==> config.mk <==
export PLATFORM = sky130hd
export DESIGN_NAME = mem_dma_ctrl
export DESIGN_NICKNAME = d
export VERILOG_FILES = /design/src/rtl/mem_dma_ctrl.sv
export SDC_FILE = /design/constraint.sdc
export NUM_CORES = 1
export LEC_CHECK = 0
export ABC_AREA = 1
export BUFFER_PORTS_ARGS = -buffer_cell sky130_fd_sc_hd__buf_2
export CORE_MARGIN = 3
export CORE_UTILIZATION = 23
export CTS_BUF_LIST = sky130_fd_sc_hd__clkbuf_8
export CTS_CLUSTER_SIZE = 40
export DETAILED_ROUTE_END_ITERATION = 16
export SYNTH_ARGS = -nofsm -noshare
export SYNTH_HDL_FRONTEND = slang
export SYNTH_SLANG_ARGS = --single-unit
==> constraint.sdc <==
create_clock -name clk -period 2.3 [get_ports clk]
set_input_delay 0.345 -clock clk [delete_from_list [all_inputs] [get_ports clk]]
set_output_delay 0.345 -clock clk [all_outputs]
set_load 0.01 [all_outputs]
==> src/rtl/mem_dma_ctrl.sv <==
// Byte-wide DMA engine sharing one memory port with a CPU.
// The CPU always wins the port; the engine freezes for any cycle it loses it.
module mem_dma_ctrl (
    input  logic       clk,
    input  logic       rst_n,
    input  logic       start,
    input  logic       mode,
    input  logic [7:0] src_addr,
    input  logic [7:0] dst_addr,
    input  logic [7:0] len,
    input  logic [7:0] fill_val,
    input  logic       cpu_req,
    input  logic       cpu_wr_en,
    input  logic [7:0] cpu_addr,
    input  logic [7:0] cpu_dat_in,
    output logic [7:0] cpu_dat_out,
    input  logic [7:0] mem_dat_out,
    output logic       mem_wr_en,
    output logic [7:0] mem_addr,
    output logic [7:0] mem_dat_in,
    output logic       busy,
    output logic       done
);

    typedef enum logic [2:0] {IDLE, RD, WR, FILL, DONE} state_t;

    state_t     state_reg;
    logic [7:0] src_ptr_reg;
    logic [7:0] dst_ptr_reg;
    logic [7:0] count_reg;
    logic [7:0] buf_reg;
    logic [7:0] fill_reg;
    logic       busy_reg;
    logic       done_reg;

    assign cpu_dat_out = mem_dat_out;
    assign busy        = busy_reg;
    assign done        = done_reg;

    always_ff @(posedge clk) begin
        if (!rst_n) begin
            state_reg   <= IDLE;
            src_ptr_reg <= 8'h00;
            dst_ptr_reg <= 8'h00;
            count_reg   <= 8'h00;
            buf_reg     <= 8'h00;
            fill_reg    <= 8'h00;
            busy_reg    <= 1'b0;
            done_reg    <= 1'b0;
        end else if (state_reg == DONE) begin
            // DONE always lasts one cycle, even if the CPU holds the port
            state_reg <= IDLE;
            busy_reg  <= 1'b0;
            done_reg  <= 1'b0;
        end else if (!cpu_req) begin
            case (state_reg)
                IDLE: begin
                    if (start) begin
                        src_ptr_reg <= src_addr;
                        dst_ptr_reg <= dst_addr;
                        count_reg   <= len;
                        fill_reg    <= fill_val;
                        busy_reg    <= 1'b1;
                        if (len == 8'd0) begin
                            state_reg <= DONE;
                            done_reg  <= 1'b1;
                        end else if (mode) begin
                            state_reg <= FILL;
                        end else begin
                            state_reg <= RD;
                        end
                    end
                end
                RD: begin
                    buf_reg   <= mem_dat_out;
                    state_reg <= WR;
                end
                WR: begin
                    src_ptr_reg <= src_ptr_reg + 8'd1;
                    dst_ptr_reg <= dst_ptr_reg + 8'd1;
                    count_reg   <= count_reg - 8'd1;
                    if (count_reg == 8'd1) begin
                        state_reg <= DONE;
                        done_reg  <= 1'b1;
                    end else begin
                        state_reg <= RD;
                    end
                end
                FILL: begin
                    dst_ptr_reg <= dst_ptr_reg + 8'd1;
                    count_reg   <= count_reg - 8'd1;
                    if (count_reg == 8'd1) begin
                        state_reg <= DONE;
                        done_reg  <= 1'b1;
                    end else begin
                        state_reg <= FILL;
                    end
                end
                default: state_reg <= IDLE;
            endcase
        end
    end

    always_comb begin
        mem_addr   = cpu_addr;
        mem_dat_in = cpu_dat_in;
        mem_wr_en  = cpu_req & cpu_wr_en;
        if (!cpu_req) begin
            case (state_reg)
                RD: mem_addr = src_ptr_reg;
                WR: begin
                    mem_addr   = dst_ptr_reg;
                    mem_dat_in = buf_reg;
                    mem_wr_en  = 1'b1;
                end
                FILL: begin
                    mem_addr   = dst_ptr_reg;
                    mem_dat_in = fill_reg;
                    mem_wr_en  = 1'b1;
                end
                default: ;
            endcase
            // a transfer being aborted by reset must not land one more byte
            if (!rst_n) mem_wr_en = 1'b0;
        end
    end

endmodule

==> impl_metrics.yaml <==
cells_and_area:
  diodes: 0
  drive_gt1_share_pct: 21.7
  nets: 590
  stdcell_count: 668
  area_delta_synth_final_pct: 20.1
  final_util_pct: 28.9
timing:
  drv_slew: 0
  fin_tns_setup_ns: 0
  worst_slack_ns: 0.160
  rsz0062_at_grt: "false"
  max_freq_mhz: 467
  min_period_ns: 2.14
  min_period_over_period_pct: 93.0
  report.final.setup_viol: 0
  clock_skew_ns: 0.00605
  slew_headroom_pct: 54.3
  hold_violations: 0
  worst-slew-pin-transition_ns: 0.678
global_route:
  antenna_found_initial: 0
  grt_pass1_vias: 2869
  gr-total-overflow: 0
  grt_max_degree: 35
  grtUsageTotal_pct: 12.5
  grt_pass1_wl_um: 13600
detailed_routing:
  drtPass1Iterations: 6
  avgViaCountPerCell: 4.59
  first_iter_violations: 180
  route.detailed.drc: 0
  vias: 3065
  ant_nets: 0
  post_drt_wl_per_cell_um: 13.0
  finalWirelength_um: 8670
die:
  pin_count: 89
  start_util_pct: 24.1
  die_x_um: 117
  die_h_um: 117
  core_area_um2: 11700
  num_rows: 39
  dieArea_um2: 13600
synthesis:
  syn_avg_cell_area_um2: 6.28
  synth_commonest_cells: "nand2_1, nor2_1, inv_1"
  synth_cells: 449
  synth_top_area_cell: "dfxtp_1"
  syn_nets: 515
  synth-seq-area-share_pct: 31.9
  synthAdderAreaFrac_pct: 1.77
  synth-warning-count: 0
  synthXorXnorAreaFrac_pct: 0
  synthFlopType: "dfxtp_1"
  synth_edf_count: 0
  netlist-cell-type-count: 26
  async_flop_share_pct: 0
  ys_ff_latch: 45
  synth.mux.area_fraction_pct: 0
  synth_compound_area_share_pct: 22.2
  yosysTopAreaCellShare_pct: 31.9
  synth_top_family_by_area: "simple AND/OR/NAND/NOR gates"
  synthesis.area_um2: 2820
  synth_most_common_cell: "nand2_1"
  yosys-top-cells-area: "dfxtp_1, nand2_1, o21ai_0, nor2_1, a21oi_1"
  synthSimpleGateAreaFrac_pct: 29.8
placement:
  place.gp.congestion: 0.846
  dp_hpwl_um: 6850
  io_buffers: 88
  dp_cells: 660
  pre_cts_ws_ns: 0.478
worst_setup_path:
  start_kind: "flip-flop"
  critPathSlowestCell: "dfxtp_1"
  worst-setup-path-type: "reg2out"
  path_max_fanout: 9
  slowest_delay_ns: 0.43
  path_delay_family: "simple AND/OR/NAND/NOR gates"
  worstPathArrival_ns: 1.79
  path_cells: "nor2_4 -> nand2_1 -> buf_4 -> a22o_1 -> buf_2"
  cp_num_buf_inv: 2
  end_kind: "primary output"
  critPathRequiredTime_ns: 1.96
pwr:
  leakage_nw: 1.57
  ir_drop_mv: 0.215
  total_power_w: 0.00192
  powerDensity_nw_per_um2: 568
min_path:
  hold_class: "in2reg"
clocking:
  htree_levels: 2
  clk_pin_slew_ns: 0.09
  clockRootBuffer: "clkbuf_8"
  cts_num_sinks: 45
  clk_latency_ns: 0.30
  cts_buffer_depth: 2
  cts_buffers: 5
  cts_hold_buf: 0
  tritoncts: "yes"
flow_run:
  drv_cap: 0
outcome:
  status: "finished, final reports clean"
## metrics by stage
| stage | instance area [µm²] | hold WS, ns |
|---|---|---|
| global route | 3390 | 0.316 |
| global placement | 3300 | 0.438 |
| detailed placement | 3300 | 0.438 |
| CTS | 3390 | 0.304 |
| finish | 3390 | 0.302 |
| floorplan | 2820 | 0.424 |
## power by group
group,internal [W],switching [W],total (W)
registers,0.000850,0.0000585,0.000909
logic,0.000203,0.000325,0.000528
clock network,0.000207,0.000281,0.000488
## path summary, 6_finish.rpt
kind | end | from | depth (start not counted) | slack [ns]
worst max register to register | dst_ptr_reg[3] | state_reg[2] | 7 | 0.65
worst min register to register | busy | busy | 2 | 0.45
worst min-delay path | fill_reg[2] | fill_val[2] | 3 | 0.30
worst max-delay path | mem_dat_in[0] | state_reg[2] | 5 | 0.16
## repair_timing
item | CTS | global route
buffers inserted | 0 | 0
gates resized for setup | 0 | 1
setup endpoints to repair | 0 | 1
hold endpoints to repair | 0 | 0
## layout make-up
cell class                 instances  area [µm²]
fill                            1323        8320
sequential                        45         902
tap                              143         179
timing repair buffer              94         485
clock inverter                     3        15.0
multi-input combinational        320        1520
inverter                          58         220
clock buffer                       5        68.8
## worst min-delay path: cells and delay by family
kind	cells	cell delay (ns)
AO/OA/AOI/OAI	2	0.14
buffers and inverters	1	0.07
## cells by family (layout without fill, tap and decap cells)
family | count (synthesis) | after routing
DFF | 45 | 45
adders and majority gates | 4 | 4
buffers and inverters | 84 | 160
and+or+nand+nor | 202 | 202
AOI/OAI and AO/OA | 114 | 114
## layer usage
metal | track usage (%) | vias to the layer above | part of all wire [%]
li1 | - | 1598 | -
met1 | 17.6 | 1386 | 50
met2 | 19.9 | 77 | 45
met3 | 2.12 | 4 | 4.5
met4 | 2.83 | 0 | 0.65
met5 | 0 | - | 0
## cells in the final DEF, fill, tap and decap left out, types with 4 or more instances in the layout
cell type    n
buf_4        6
nand3_1     27
dfxtp_1     44
nor2_1      58
buf_2       88
nand2_1    103
o211ai_1     4
a21oi_1     42
clkbuf_8     5
o221ai_1     4
o21ai_0     52
a22o_1       8
ha_1         4
inv_1       55
inv_2        4
No activity file was read; power rests on OpenSTA's default activity.
